--- config.mk ---
export PLATFORM = sky130hd
export DESIGN_NAME = mux_nway_scan_flat
export DESIGN_NICKNAME = d
export VERILOG_FILES = /design/src/rtl/mux_nway_scan_if.sv /design/src/rtl/mux_nway_scan.sv /design/src/flat_wrapper.sv
export SDC_FILE = /design/constraint.sdc
export NUM_CORES = 1
export LEC_CHECK = 0
export BUFFER_PORTS_ARGS = -buffer_cell sky130_fd_sc_hd__buf_4
export CORE_AREA = 5 5 75 91
export CTS_CLUSTER_SIZE = 14
export DETAILED_ROUTE_END_ITERATION = 8
export DIE_AREA = 0 0 80 96
export PLACE_DENSITY = 0.8
export SETUP_SLACK_MARGIN = 0.5
export SLEW_MARGIN = 20
export SYNTH_ARGS = -nofsm -noshare
export SYNTH_HDL_FRONTEND = slang
export SYNTH_SLANG_ARGS = --single-unit
--- constraint.sdc ---
create_clock -name clk -period 2.8 [get_ports clk]
set_input_delay 0.28 -clock clk [delete_from_list [all_inputs] [get_ports clk]]
set_output_delay 0.28 -clock clk [all_outputs]
set_load 0.02 [all_outputs]
--- src/rtl/mux_nway_scan_if.sv ---
// Output stream of the N-way scan mux.
// Master drives data/channel/valid; slave returns ready.
interface mux_nway_scan_if #(
  parameter int WIDTH = 16,
  parameter int SEL_W = 3
);
  logic [WIDTH-1:0] out_data;
  logic [SEL_W-1:0] out_chan;
  logic             out_valid;
  logic             out_ready;

  modport master (
    output out_data,
    output out_chan,
    output out_valid,
    input  out_ready
  );

  modport slave (
    input  out_data,
    input  out_chan,
    input  out_valid,
    output out_ready
  );
endinterface

--- src/rtl/mux_nway_scan.sv ---
// Registered N-way W-bit mux with valid/ready output.
// Manual mode emits one beat; scan mode walks every channel then pulses done.
module mux_nway_scan #(
  parameter int WIDTH    = 16,
  parameter int CHANNELS = 8,
  parameter int SEL_W    = (CHANNELS > 1) ? $clog2(CHANNELS) : 1
) (
  input  logic                      clk,
  input  logic                      reset,
  input  logic [WIDTH*CHANNELS-1:0] in_bus,
  input  logic [SEL_W-1:0]          sel,
  input  logic                      mode,
  input  logic                      start,
  mux_nway_scan_if.master           bus,
  output logic                      busy,
  output logic                      done
);

  typedef enum logic [1:0] {
    IDLE,
    MAN,
    SCAN
  } state_t;

  localparam logic [SEL_W-1:0] LAST = SEL_W'(CHANNELS - 1);

  state_t           state;
  logic [SEL_W-1:0] ptr;
  logic [SEL_W-1:0] cap_idx;
  logic [WIDTH-1:0] cap_data;
  logic [WIDTH-1:0] term [CHANNELS];
  logic             hs;

  assign hs = bus.out_valid & bus.out_ready;

  // IDLE captures the requested channel; SCAN captures the next one.
  always_comb begin
    cap_idx = ptr + SEL_W'(1);
    if (state == IDLE) begin
      cap_idx = mode ? '0 : sel;
    end
  end

  // Out-of-range indices match no channel and select zero.
  for (genvar k = 0; k < CHANNELS; k++) begin : g_term
    assign term[k] = in_bus[k*WIDTH +: WIDTH]
                   & {WIDTH{cap_idx == SEL_W'(k)}};
  end

  always_comb begin
    cap_data = '0;
    for (int k = 0; k < CHANNELS; k++) begin
      cap_data = cap_data | term[k];
    end
  end

  always_ff @(posedge clk) begin
    if (reset) begin
      state         <= IDLE;
      ptr           <= '0;
      bus.out_data  <= '0;
      bus.out_chan  <= '0;
      bus.out_valid <= 1'b0;
      busy          <= 1'b0;
      done          <= 1'b0;
    end else begin
      done <= 1'b0;
      case (state)
        IDLE: begin
          if (start) begin
            bus.out_data  <= cap_data;
            bus.out_chan  <= cap_idx;
            bus.out_valid <= 1'b1;
            busy          <= 1'b1;
            ptr           <= '0;
            state         <= mode ? SCAN : MAN;
          end
        end
        MAN: begin
          if (hs) begin
            bus.out_valid <= 1'b0;
            busy          <= 1'b0;
            state         <= IDLE;
          end
        end
        SCAN: begin
          if (hs) begin
            if (ptr == LAST) begin
              bus.out_valid <= 1'b0;
              busy          <= 1'b0;
              done          <= 1'b1;
              state         <= IDLE;
            end else begin
              ptr          <= cap_idx;
              bus.out_chan <= cap_idx;
              bus.out_data <= cap_data;
            end
          end
        end
        default: begin
          bus.out_valid <= 1'b0;
          busy          <= 1'b0;
          state         <= IDLE;
        end
      endcase
    end
  end

endmodule

--- src/flat_wrapper.sv ---
// flat-port wrapper written by rule: the top's interface ports become plain ports
module mux_nway_scan_flat 
#(
  parameter int WIDTH    = 16,
  parameter int CHANNELS = 8,
  parameter int SEL_W    = (CHANNELS > 1) ? $clog2(CHANNELS) : 1
)
  (clk, reset, in_bus, sel, mode, start, busy, done, bus_out_data, bus_out_chan, bus_out_valid, bus_out_ready);
  mux_nway_scan_if #(.WIDTH(WIDTH), .SEL_W(SEL_W)) bus_i ();
  input  logic clk;
  input  logic reset;
  input  logic [WIDTH*CHANNELS-1:0] in_bus;
  input  logic [SEL_W-1:0] sel;
  input  logic mode;
  input  logic start;
  output logic busy;
  output logic done;
  output wire logic [$bits(bus_i.out_data)-1:0] bus_out_data;
  output wire logic [$bits(bus_i.out_chan)-1:0] bus_out_chan;
  output wire logic [$bits(bus_i.out_valid)-1:0] bus_out_valid;
  input wire logic [$bits(bus_i.out_ready)-1:0] bus_out_ready;
  assign bus_out_data = bus_i.out_data;
  assign bus_out_chan = bus_i.out_chan;
  assign bus_out_valid = bus_i.out_valid;
  assign bus_i.out_ready = bus_out_ready;
  mux_nway_scan #(.WIDTH(WIDTH), .CHANNELS(CHANNELS), .SEL_W(SEL_W)) u_core (.clk(clk), .reset(reset), .in_bus(in_bus), .sel(sel), .mode(mode), .start(start), .bus(bus_i), .busy(busy), .done(done));
endmodule
==> summary.md, run 1 <==
| Metric | Value |
|---|---|
| Status | finished clean |
| Leakage | 0.001699 uW |
| Htree depth | 1 |
| Final setup fails | 0 |
| Synth async-reset ratio | 0 |
| Core box area | 5896 um2 |
| Final period utilization | 0.7949 |
| Area of the mapped netlist | 2445 um2 |
| Clk buf depth | 2 |
| Power, Total | 1493 uW |
| Top-count cell post-synth | nand3_1 |
| Synth cell types | 56 |
| Fill cells | 547 |
| CP Cell Sequence | or4b_4, nand2_2, mux2_2, a221oi_1, a211oi_2 |
| Grt met1 use | 0.2717 |
| Post-synth EDFFs | 0 |
| Slew Limit Fails | 0 |
| CP Data Required Time | 2.98 ns |
| First-pass GRT wire length | 15.06 mm |
| Top_reg_cell synth | dfxtp_1 |
| Largest cells by area after synthesis | dfxtp_1 (21%), nand3_1 (9.6%), a21oi_1 (5.9%), o21ai_0 (5.5%), nor2_1 (5.2%) |
| Fmax | 449.3 MHz |
| Fin. Hold Viols | 0 |
| Worst-Margin Slew | 0.5109 ns |
| Slew headroom | 0.6594 |
| CP arrival | 2.40 ns |
| DR WL/cell | 17.89 um |
| ANT nets after route | 0 |
| Yosys reg bits | 26 |
| Die ar. | 7680 um2 |
| Slowest-stage cell, CP | or4b_4 |
| CTS tree | yes |
| Layout cells sized above 1 | 0.4532 |
| Iter 0 DRT Violations | 163 |
| Clock root cell | clkbuf_8 |
| DRC Markers | 0 |
| Placer Congestion | 0.9449 |
| Clock transition at path regs | 0.10 ns |
| Clock Sinks | 26 |
| Vias | 3274 |
| Port Buffers | 157 |
| CP endpoint kind | register |
| Slowest stage delay, CP | 0.58 ns |
| Area Overhead vs Synth | 56.55% |
| Worst hold path class | in2reg |
| Setup TNS | 0 ns |
| Top-area cell type share of the netlist area | 0.2129 |
| Synth cell count leaders | nand3_1 (47), nor2_1 (34), a21oi_1 (29) |
| First-pass iteration count of the detailed router | 4 |
| PD cells | 390.1 nW/um2 |
| Die Ht | 96 um |
| Met2 usage | 0.4482 |
| Vias in the first global route | 3143 |
| Initial core utilization | 0.4147 |
| Clock Skews | 0.002095 ns |
| Num CTS Buffers | 3 |
| Sequential share of the synthesized area | 0.2129 |
| Nets@finish | 620 |
| CP Launch Type | register |
| Die width | 80 um |
| I/O pin cnt | 158 |
| Clock latency on the worst-skew pair | 0.29 ns |
| Detailed placement HPWL | 7.846 mm |
| RSZ-0062 raised after global routing | yes |
| N_diodes | 0 |
| Total nets after synthesis | 471 |
| Final min period | 2.226 ns |
| Cells after Synth | 333 |
| CP Max Fanout | 12 |
| Row cnt | 31 |
| Synth Warn # | 0 |
| Synth area leader | dfxtp_1 |
| Setup CP Type | reg2reg |
| VDD IR max | 0.2219 mV |
| Tot GR Track Use | 0.2490 |
| Initial antenna violation count | 0 |
| Drt total wl | 10.07 mm |
| Hold Buf Count CTS | 0 |
| Grt ovf | 0 |
| GR peak layer | met2 |
| Avg Cell Area, Syn | 7.342 um2 |
| GR Layer Usage met3 | 0.07303 |
| DR vias/cell | 5.815 |
| Largest net degree at the start of global routing | 33 |
| Max cap viols | 0 |
[cell type report]
type / instances / area (um2) / share of cell area
Clock buffer: 3 / 41.29 / 0.01079
Sequential cell: 26 / 523.0 / 0.1366
Tap cell: 82 / 102.6 / 0.02681
Timing Repair Buffer: 177 / 1345 / 0.3514
Multi-Input combinational cell: 274 / 1785 / 0.4665
Clock inverter: 1 / 30.03 / 0.007846
[cells by family (layout without fill, tap and decap cells)]
kind of cell	after synthesis	after routing	share of synthesized area
multiplexers	9	9	0.03838
buffers and inverters	33	181	0.07881
flip-flops	26	26	0.2129
AND/OR/NAND/NOR	126	126	0.2671
adder cells (fa/ha/maj)	2	2	0.01023
AO/OA/AOI/OAI	137	137	0.3925
[routing by layer]
| layer | share of wire | vias to the layer above |
|---|---|---|
| li1 | - | 1571 |
| met3 | 0.10 | 30 |
| met1 | 0.36 | 1509 |
| met2 | 0.51 | 164 |
| met5 | 0 | - |
| met4 | 0.030 | 0 |
[through the flow]
stage	hold WS [ns]	instances	cell area (um2)	utilization	setup WS, ns
floorplan	0.4565	333	2445	-	0.7129
global placement	0.4719	552	3652	0.6195	0.5272
detailed placement	0.4938	552	3652	0.6195	0.4932
CTS	0.3287	556	3729	0.6324	0.5043
global route	0.3485	563	3827	0.6492	0.4435
finish	0.3288	563	3827	0.6492	0.5744
[sequential cells by signal, summed over array words and instances (netlist names)]
| register | flops |
|---|---|
| u_core.bus.out_chan | 3 |
| u_core.done | 1 |
| u_core.bus.out_valid | 1 |
| u_core.state | 2 |
| u_core.ptr | 3 |
| u_core.bus.out_data | 16 |
[where the power goes]
part | internal (uW) | switching [uW] | total, uW
Sequential | 409 | 34.6 | 443
Clock | 192 | 143 | 335
Combinational | 349 | 366 | 715
Total | 950 | 543 | 1490
[worst paths after layout]
check                                              from                 endpoint  slack, ns  cells past startpoint
worst max-delay path                    u_core.state[0]   u_core.bus.out_data[6]       0.57                      5
worst min-delay path                         in_bus[18]   u_core.bus.out_data[2]       0.33                      4
worst max register to register          u_core.state[0]   u_core.bus.out_data[6]       0.57                      5
worst min register to register  u_core.bus.out_data[13]  u_core.bus.out_data[13]       0.51                      2
[repair_timing]
action | CTS | global route
gates resized for setup | 2 | 10
setup buffers | 0 | 7
endpoints found under the setup margin | 2 | 14
pin swaps | 0 | 2
[worst max-delay path: cells and delay by family (launching register included)]
family,cells,cell delay [ns]
compound gates,2,0.42
mux,1,0.39
simple gates,2,0.87
flops,1,0.42
[cells in the final DEF (no fill, tap or decap), types with 3 or more instances in the layout]
cell type  netlist  layout
nor2_2           1       3
a221oi_1         3       3
nand2_1         20      20
o22ai_1          6       6
a31o_2           8       8
a21o_1          16      16
a21oi_1         29      28
a32oi_1          5       5
nand3_1         47      47
mux2i_1          6       6
o21ai_0         27      27
a31oi_1          7       7
buf_4            4     175
a211oi_1         7       7
clkbuf_8         0       3
dfxtp_1         26      24
and3_1           4       4
or4b_4           2       3
o31a_1           7       7
nor2_1          34      32
(Power assumes the default switching activity.)
==> run 2, diff against run 1 <==
--- a/config.mk
+++ b/config.mk
@@ -6,11 +6,11 @@
 export NUM_CORES = 1
 export LEC_CHECK = 0
 export BUFFER_PORTS_ARGS = -buffer_cell sky130_fd_sc_hd__buf_4
-export CORE_AREA = 5 5 75 91
+export CORE_AREA = 5 5 79 95
 export CTS_CLUSTER_SIZE = 14
 export DETAILED_ROUTE_END_ITERATION = 8
-export DIE_AREA = 0 0 80 96
-export PLACE_DENSITY = 0.8
+export DIE_AREA = 0 0 84 100
+export PLACE_DENSITY = 0.76
 export SETUP_SLACK_MARGIN = 0.5
 export SLEW_MARGIN = 20
 export SYNTH_ARGS = -nofsm -noshare
==> constraint.sdc (replaced) <==
create_clock -name clk -period 1.85 [get_ports clk]
set_input_delay 0.185 -clock clk [delete_from_list [all_inputs] [get_ports clk]]
set_output_delay 0.185 -clock clk [all_outputs]
set_load 0.02 [all_outputs]
==> run 2 against run 1 <==
Net effect: the flow now finishes with violations (setup timing); power up 87%; first-iteration DRC count up 140%; clock power up 20%; critical path depth up 1; non-clock buffer count up 90; global-route usage up 2.6 points; via count up 22%; largest power group unchanged.
==> summary.md, run 2 (synthesis results as in run 1) <==
| Metric | Value |
|---|---|
| Max cap viols | 0 (unchanged) |
| Power Internal | 1722 uW (was 949.7 uW) |
| Net Sw Frac | 0.3840 (was 0.3640) |
| First-pass GRT wire length | 18.72 mm (was 15.06 mm) |
| Final period utilization | 1.080 (was 0.7949) |
| R2R depth | 6 (was 5) |
| Layout cells sized above 1 | 0.6318 (was 0.4532) |
| Failing checks | setup timing |
| Max reg flops | 16 (unchanged) |
| Nets@finish | 712 (was 620) |
| Final min period | 1.998 ns (was 2.226 ns) |
| Port Buffers | 157 (unchanged) |
| HP Start | bus_out_ready (was in_bus[18]) |
| Clock Skews | 0.009635 ns (was 0.002095 ns) |
| Fmax | 500.5 MHz (was 449.3 MHz) |
| First-pass iteration count of the detailed router | 5 (was 4) |
| Placer Congestion | 0.9356 (was 0.9449) |
| WHS Path Cells | 3 (was 4) |
| Vias | 3985 (was 3274) |
| Htree depth | 1 (unchanged) |
| Final setup fails | 17 (was 0) |
| Largest net degree at the start of global routing | 27 (was 33) |
| Clock transition at path regs | 0.10 ns (about the same) |
| Reg2Reg Capture Point | u_core.bus.out_data[7] (was u_core.bus.out_data[6]) |
| Power, Total | 2795 uW (was 1493 uW) |
| Most frequent cells in the layout | buf_4 (228), nand3_1 (42), nor2_1 (28) (was buf_4 (175), nand3_1 (47), nor2_1 (32)) |
| CP Data Required Time | 2.05 ns (was 2.98 ns) |
| Clock latency on the worst-skew pair | 0.29 ns (about the same) |
| Iter 0 DRT Violations | 391 (was 163) |
| PD cells | 541.5 nW/um2 (was 390.1 nW/um2) |
| Area Overhead vs Synth | 111.2% (was 56.55%) |
| Tot GR Track Use | 0.2753 (was 0.2490) |
| R2R setup slack | -0.15 ns (was 0.57 ns) |
| Fin. Hold Viols | 0 (unchanged) |
| Hold Buf Count CTS | 0 (unchanged) |
| Reg-to-Reg Start | u_core.state[1] (was u_core.state[0]) |
| CP Max Fanout | 7 (was 12) |
| Worst hold path class | in2reg (unchanged) |
| Clk buf depth | 2 (unchanged) |
| Commonest non-fill, non-tap cell in the layout | buf_4 (unchanged) |
| Die width | 84 um (was 80 um) |
| RSZ-0062 raised after global routing | yes (unchanged) |
| Core box area | 6406 um2 (was 5896 um2) |
| GR peak layer | met2 (unchanged) |
| Die Ht | 100 um (was 96 um) |
| CP endpoint kind | register (unchanged) |
| CTS tree | yes (unchanged) |
| Grt met1 use | 0.2887 (was 0.2717) |
| I/O pin cnt | 158 (unchanged) |
| Initial antenna violation count | 0 (unchanged) |
| Met2 usage | 0.5034 (was 0.4482) |
| GR Layer Usage met3 | 0.08785 (was 0.07303) |
| Most flop-heavy register | u_core.bus.out_data (unchanged) |
| Clock group share of total power | 0.144 (was 0.224) |
| DR vias/cell | 6.056 (was 5.815) |
| Slew headroom | 0.7498 (was 0.6594) |
| Gate power share | 0.615 (was 0.479) |
| N_diodes | 0 (unchanged) |
| DR WL/cell | 21.25 um (was 17.89 um) |
| Leakage | 0.002323 uW (was 0.001699 uW) |
| Detailed placement HPWL | 9.087 mm (was 7.846 mm) |
| Hold path endpoint | u_core.done (was u_core.bus.out_data[2]) |
| Slew Limit Fails | 0 (unchanged) |
| Sw power | 1073 uW (was 543.5 uW) |
| VDD IR max | 0.6427 mV (was 0.2219 mV) |
| Clock root cell | clkbuf_8 (unchanged) |
| Setup WS post-layout | -0.1481 ns (was 0.5744 ns) |
| Drt total wl | 13.98 mm (was 10.07 mm) |
| DRC Markers | 0 (unchanged) |
| Die ar. | 8400 um2 (was 7680 um2) |
| Status | finished with violations (was finished clean) |
| Flop pwr share | 0.241 (was 0.297) |
| Grt ovf | 0 (unchanged) |
| CP arrival | 2.20 ns (was 2.40 ns) |
| Vias in the first global route | 3795 (was 3143) |
| Initial core utilization | 0.3816 (was 0.4147) |
| Num CTS Buffers | 3 (unchanged) |
| Row cnt | 32 (was 31) |
| Worst-Margin Slew | 0.3753 ns (was 0.5109 ns) |
| CP Launch Type | register (unchanged) |
| Hold WS | 0.2386 ns (was 0.3288 ns) |
| ANT nets after route | 0 (unchanged) |
| Setup CP Type | reg2reg (unchanged) |
| Biggest regs | u_core.bus.out_data: 16 flops, u_core.bus.out_chan: 3 flops, u_core.ptr: 3 flops (unchanged) |
| Clock Sinks | 26 (unchanged) |
==> run 2: changes by cell type in the layout (fill, tap and decap cells not counted), moves of 6 or more <==
cell,before,now
buf_12,1,7
a21oi_2,1,10
a21oi_1,28,18
buf_6,1,24
buf_4,175,228
==> run 2: worst max-delay path by stage <==
| stage | startpoint | endpoint | cells after the start |
|---|---|---|---|
| after global placement | u_core.state[0] | u_core.bus.out_data[3] | 6 |
| after detailed placement | u_core.state[0] | u_core.bus.out_data[3] | 6 |
| final | u_core.state[1] | u_core.bus.out_data[7] | 6 |
| after floorplan | u_core.state[1] | u_core.bus.out_data[15] | 7 |
| after CTS | u_core.state[1] | u_core.bus.out_data[7] | 7 |
| after global routing | u_core.state[1] | u_core.bus.out_data[7] | 10 |
==> run 2: what timing repair did <==
action / CTS / global route
setup endpoints to repair: 22 / 23
pin swaps: 21 / 29
gates resized for setup: 44 / 65
endpoints found under the hold margin: 0 / 0
gates cloned: 2 / 6
setup buffers: 19 / 21
==> run 2: per-layer routing <==
metal | share of wire | wire [um]
met4 | 0.049 | 681
met5 | 0 | 0
met3 | 0.092 | 1291
met1 | 0.36 | 5091
met2 | 0.49 | 6918
==> run 2: critical path, cell delays in order (launching register included) <==
cell and delay (ns):
dfxtp_4 0.38, or4b_4 0.63, nand2_8 0.13, buf_4 0.12, a2111oi_2 0.06, a311o_1 0.37
a211oi_2 0.22
==> run 2: area by class of cell <==
cell class,instances,area (um2)
repair buffers,267,2285
multi-input cells,276,2183
fillers,419,1244
flip-flops and latches,26,533.0
well taps,85,106.4
clock buffers,4,55.05
==> run 2: power by group through the flow <==
stage / Combinational (uW) / Sequential [uW] / Clock [uW]
2_1_floorplan: 610 / 727 / 0
3_3_place_gp: 1250 / 677 / 0
3_5_place_dp: 1270 / 677 / 0
4_1_cts: 1410 / 665 / 393
5_1_grt: 1800 / 678 / 421
6_report: 1720 / 675 / 402
==> run 2: per-stage QoR <==
step | setup slack, ns | util | cells | TNS [ns] | instance area [um2]
global placement | -0.1949 | 0.6514 | 606 | -1.529 | 4173
global route | -0.2305 | 0.8059 | 658 | -2.324 | 5162
finish | -0.1481 | 0.8059 | 658 | -1.397 | 5162
detailed placement | -0.2074 | 0.6514 | 606 | -1.971 | 4173
CTS | -0.05460 | 0.7182 | 631 | -0.4485 | 4601
floorplan | -0.03929 | - | 333 | -0.1414 | 2564
==> run 3, diff against run 2 <==
--- a/config.mk
+++ b/config.mk
@@ -6,11 +6,13 @@
 export NUM_CORES = 1
 export LEC_CHECK = 0
 export BUFFER_PORTS_ARGS = -buffer_cell sky130_fd_sc_hd__buf_4
-export CORE_AREA = 5 5 79 95
+export CELL_PAD_IN_SITES_DETAIL_PLACEMENT = 0
+export CELL_PAD_IN_SITES_GLOBAL_PLACEMENT = 1
+export CORE_AREA = 5 5 95 115
 export CTS_CLUSTER_SIZE = 14
 export DETAILED_ROUTE_END_ITERATION = 8
-export DIE_AREA = 0 0 84 100
-export PLACE_DENSITY = 0.76
+export DIE_AREA = 0 0 100 120
+export PLACE_DENSITY_LB_ADDON = 0.1
 export SETUP_SLACK_MARGIN = 0.5
 export SLEW_MARGIN = 20
 export SYNTH_ARGS = -nofsm -noshare
==> run 3 against run 2 <==
Net effect: the flow still finishes with violations (setup timing); combinational power shrank 10%; non-clock buffer count shrank 30; flip-flop and latch count is the same; core utilization shrank 30 points; power grew 1.6%; die area grew 43%.
==> summary.md, run 3 (synthesis results as in run 1) <==
| Metric | Value |
|---|---|
| Status | finished with violations (unchanged) |
| Failing checks | setup timing (unchanged) |
| Fmax | 501.8 MHz (was 500.5 MHz) |
| Power, Total | 2841 uW (was 2795 uW) |
| Initial core utilization | 0.2505 (was 0.3816) |
| Pre-CTS setup slack | -0.1772 ns (was -0.2074 ns) |
| Clock root cell | clkbuf_16 (was clkbuf_8) |
| Hold WS | 0.2533 ns (was 0.2386 ns) |
| Placed instance area | 4229 um2 (was 4173 um2) |
| Initial antenna violation count | 0 (unchanged) |
| RSZ-0062 raised after global routing | yes (unchanged) |
| Detailed placement HPWL | 9.533 mm (was 9.087 mm) |
| Num CTS Buffers | 3 (unchanged) |
| CP arrival | 2.13 ns (was 2.20 ns) |
| Slew headroom | 0.7734 (was 0.7498) |
| Met2 usage | 0.3560 (was 0.5034) |
| Max cap viols | 0 (unchanged) |
| Final min period | 1.993 ns (was 1.998 ns) |
| ANT nets after route | 0 (unchanged) |
| N_diodes | 0 (unchanged) |
| Clock transition at path regs | 0.07 ns (was 0.10 ns) |
| Core box area | 9759 um2 (was 6406 um2) |
| Vias | 3448 (was 3985) |
| Tot GR Track Use | 0.2018 (was 0.2753) |
| Slowest-stage cell, CP | or4b_4 (unchanged) |
| Final period utilization | 1.077 (was 1.080) |
| Clock Sinks | 26 (unchanged) |
| VDD IR max | 0.3825 mV (was 0.6427 mV) |
| GR peak layer | met2 (unchanged) |
| Placer Congestion | 0.8144 (was 0.9356) |
| Crit path max-delay family | simple AND/OR/NAND/NOR gates (unchanged) |
| CP Cell Sequence | or4b_4, buf_12, buf_8, buf_4, nand3_2, a21oi_2, o22ai_4, a211oi_2 (was or4b_4, nand2_8, buf_4, a2111oi_2, a311o_1, a211oi_2) |
| I/O pin cnt | 158 (unchanged) |
| Final setup fails | 16 (was 17) |
| Final Cell Area | 4907 um2 (was 5162 um2) |
| Slowest stage delay, CP | 0.60 ns (was 0.63 ns) |
| Grt met1 use | 0.2527 (was 0.2887) |
| CP Max Fanout | 8 (was 7) |
| Setup CP Type | reg2reg (unchanged) |
| Htree depth | 1 (unchanged) |
| Die width | 100 um (was 84 um) |
| Crit path buf inv count | 3 (was 1) |
| Worst-Margin Slew | 0.3399 ns (was 0.3753 ns) |
| Leakage | 0.002173 uW (was 0.002323 uW) |
| Grt ovf | 0 (unchanged) |
| Largest net degree at the start of global routing | 27 (unchanged) |
| Row cnt | 40 (was 32) |
| Worst hold path class | in2reg (unchanged) |
| Iter 0 DRT Violations | 134 (was 391) |
| Die ar. | 12000 um2 (was 8400 um2) |
| PD cells | 579.0 nW/um2 (was 541.5 nW/um2) |
| First-pass GRT wire length | 19.21 mm (was 18.72 mm) |
| CP endpoint kind | register (unchanged) |
| Clk buf depth | 2 (unchanged) |
| Clock Skews | 0.007312 ns (was 0.009635 ns) |
| CTS tree | yes (unchanged) |
| Commonest non-fill, non-tap cell in the layout | buf_4 (unchanged) |
| DR vias/cell | 5.146 (was 6.056) |
| CP Launch Type | register (unchanged) |
| Area Overhead vs Synth | 100.7% (was 111.2%) |
| Die Ht | 120 um (was 100 um) |
| DRC Markers | 0 (unchanged) |
| Most frequent cells in the layout | buf_4 (212), nand3_1 (40), nor2_1 (30) (was buf_4 (228), nand3_1 (42), nor2_1 (28)) |
| Clock latency on the worst-skew pair | 0.26 ns (was 0.29 ns) |
| Biggest regs | u_core.bus.out_data: 16 flops, u_core.bus.out_chan: 3 flops, u_core.ptr: 3 flops (unchanged) |
| Fin. Hold Viols | 0 (unchanged) |
| Nets@finish | 683 (was 712) |
| First-pass iteration count of the detailed router | 4 (was 5) |
| Max reg flops | 16 (unchanged) |
| Slew Limit Fails | 0 (unchanged) |
| Layout cells sized above 1 | 0.5974 (was 0.6318) |
| Hold Buf Count CTS | 0 (unchanged) |
| Most flop-heavy register | u_core.bus.out_data (unchanged) |
| DR WL/cell | 19.03 um (was 21.25 um) |
| Setup WS post-layout | -0.1430 ns (was -0.1481 ns) |
| GR Layer Usage met3 | 0.03721 (was 0.08785) |
| CP Data Required Time | 1.99 ns (was 2.05 ns) |
| Vias in the first global route | 3585 (was 3795) |
| Drt total wl | 12.75 mm (was 13.98 mm) |
| Port Buffers | 157 (unchanged) |
==> run 3: routing by layer <==
metal	vias up	share of wire
met5	-	0
met4	0	0.021
met3	14	0.064
met2	114	0.51
met1	1611	0.41
li1	1709	-
==> run 3: timing repair <==
action / CTS / global route
gates resized for setup: 43 / 28
buffers inserted: 15 / 4
cloned: 3 / 2
pin swaps: 11 / 27
hold endpoints to repair: 0 / 0
endpoints found under the setup margin: 22 / 22
==> run 3: final timing paths <==
kind / from / endpoint / slack, ns / depth (start not counted)
worst min register to register: u_core.bus.out_data[4] / u_core.bus.out_data[4] / 0.50 / 2
worst max-delay path: u_core.state[1] / u_core.bus.out_data[13] / -0.14 / 8
worst min-delay path: bus_out_ready / u_core.done / 0.25 / 3
worst max register to register: u_core.state[1] / u_core.bus.out_data[13] / -0.14 / 8
==> run 3: area by class of cell <==
type / count / area (um2)
Clock buffer: 3 / 75.07
Clock inverter: 1 / 30.03
Fill cell: 973 / 4852
Multi-Input combinational cell: 277 / 2116
Sequential cell: 26 / 528.0
Tap cell: 126 / 157.7
Timing Repair Buffer: 237 / 2001
==> run 3: where the power goes <==
group / internal (uW) / leakage [uW] / total [uW] / switching [uW]
logic: 817 / 0.00190 / 1540 / 719
registers: 618 / 0.000217 / 664 / 45.3
clock network: 431 / 0.0000511 / 642 / 211
total: 1870 / 0.00217 / 2840 / 975
==> run 3: tightest hold or removal path: cells and delay by family <==
kind / cells / cell delay, ns
buffers and inverters: 1 / 0.13
and+or+nand+nor: 2 / 0.16
==> run 3: per-stage QoR <==
step / std cells / setup TNS, ns / util
global route: 670 / -2.588 / 0.5028
global placement: 642 / -0.9710 / 0.4333
finish: 670 / -1.365 / 0.5028
detailed placement: 642 / -1.598 / 0.4333
floorplan: 333 / -0.1414 / -
CTS: 664 / -0.9998 / 0.4827
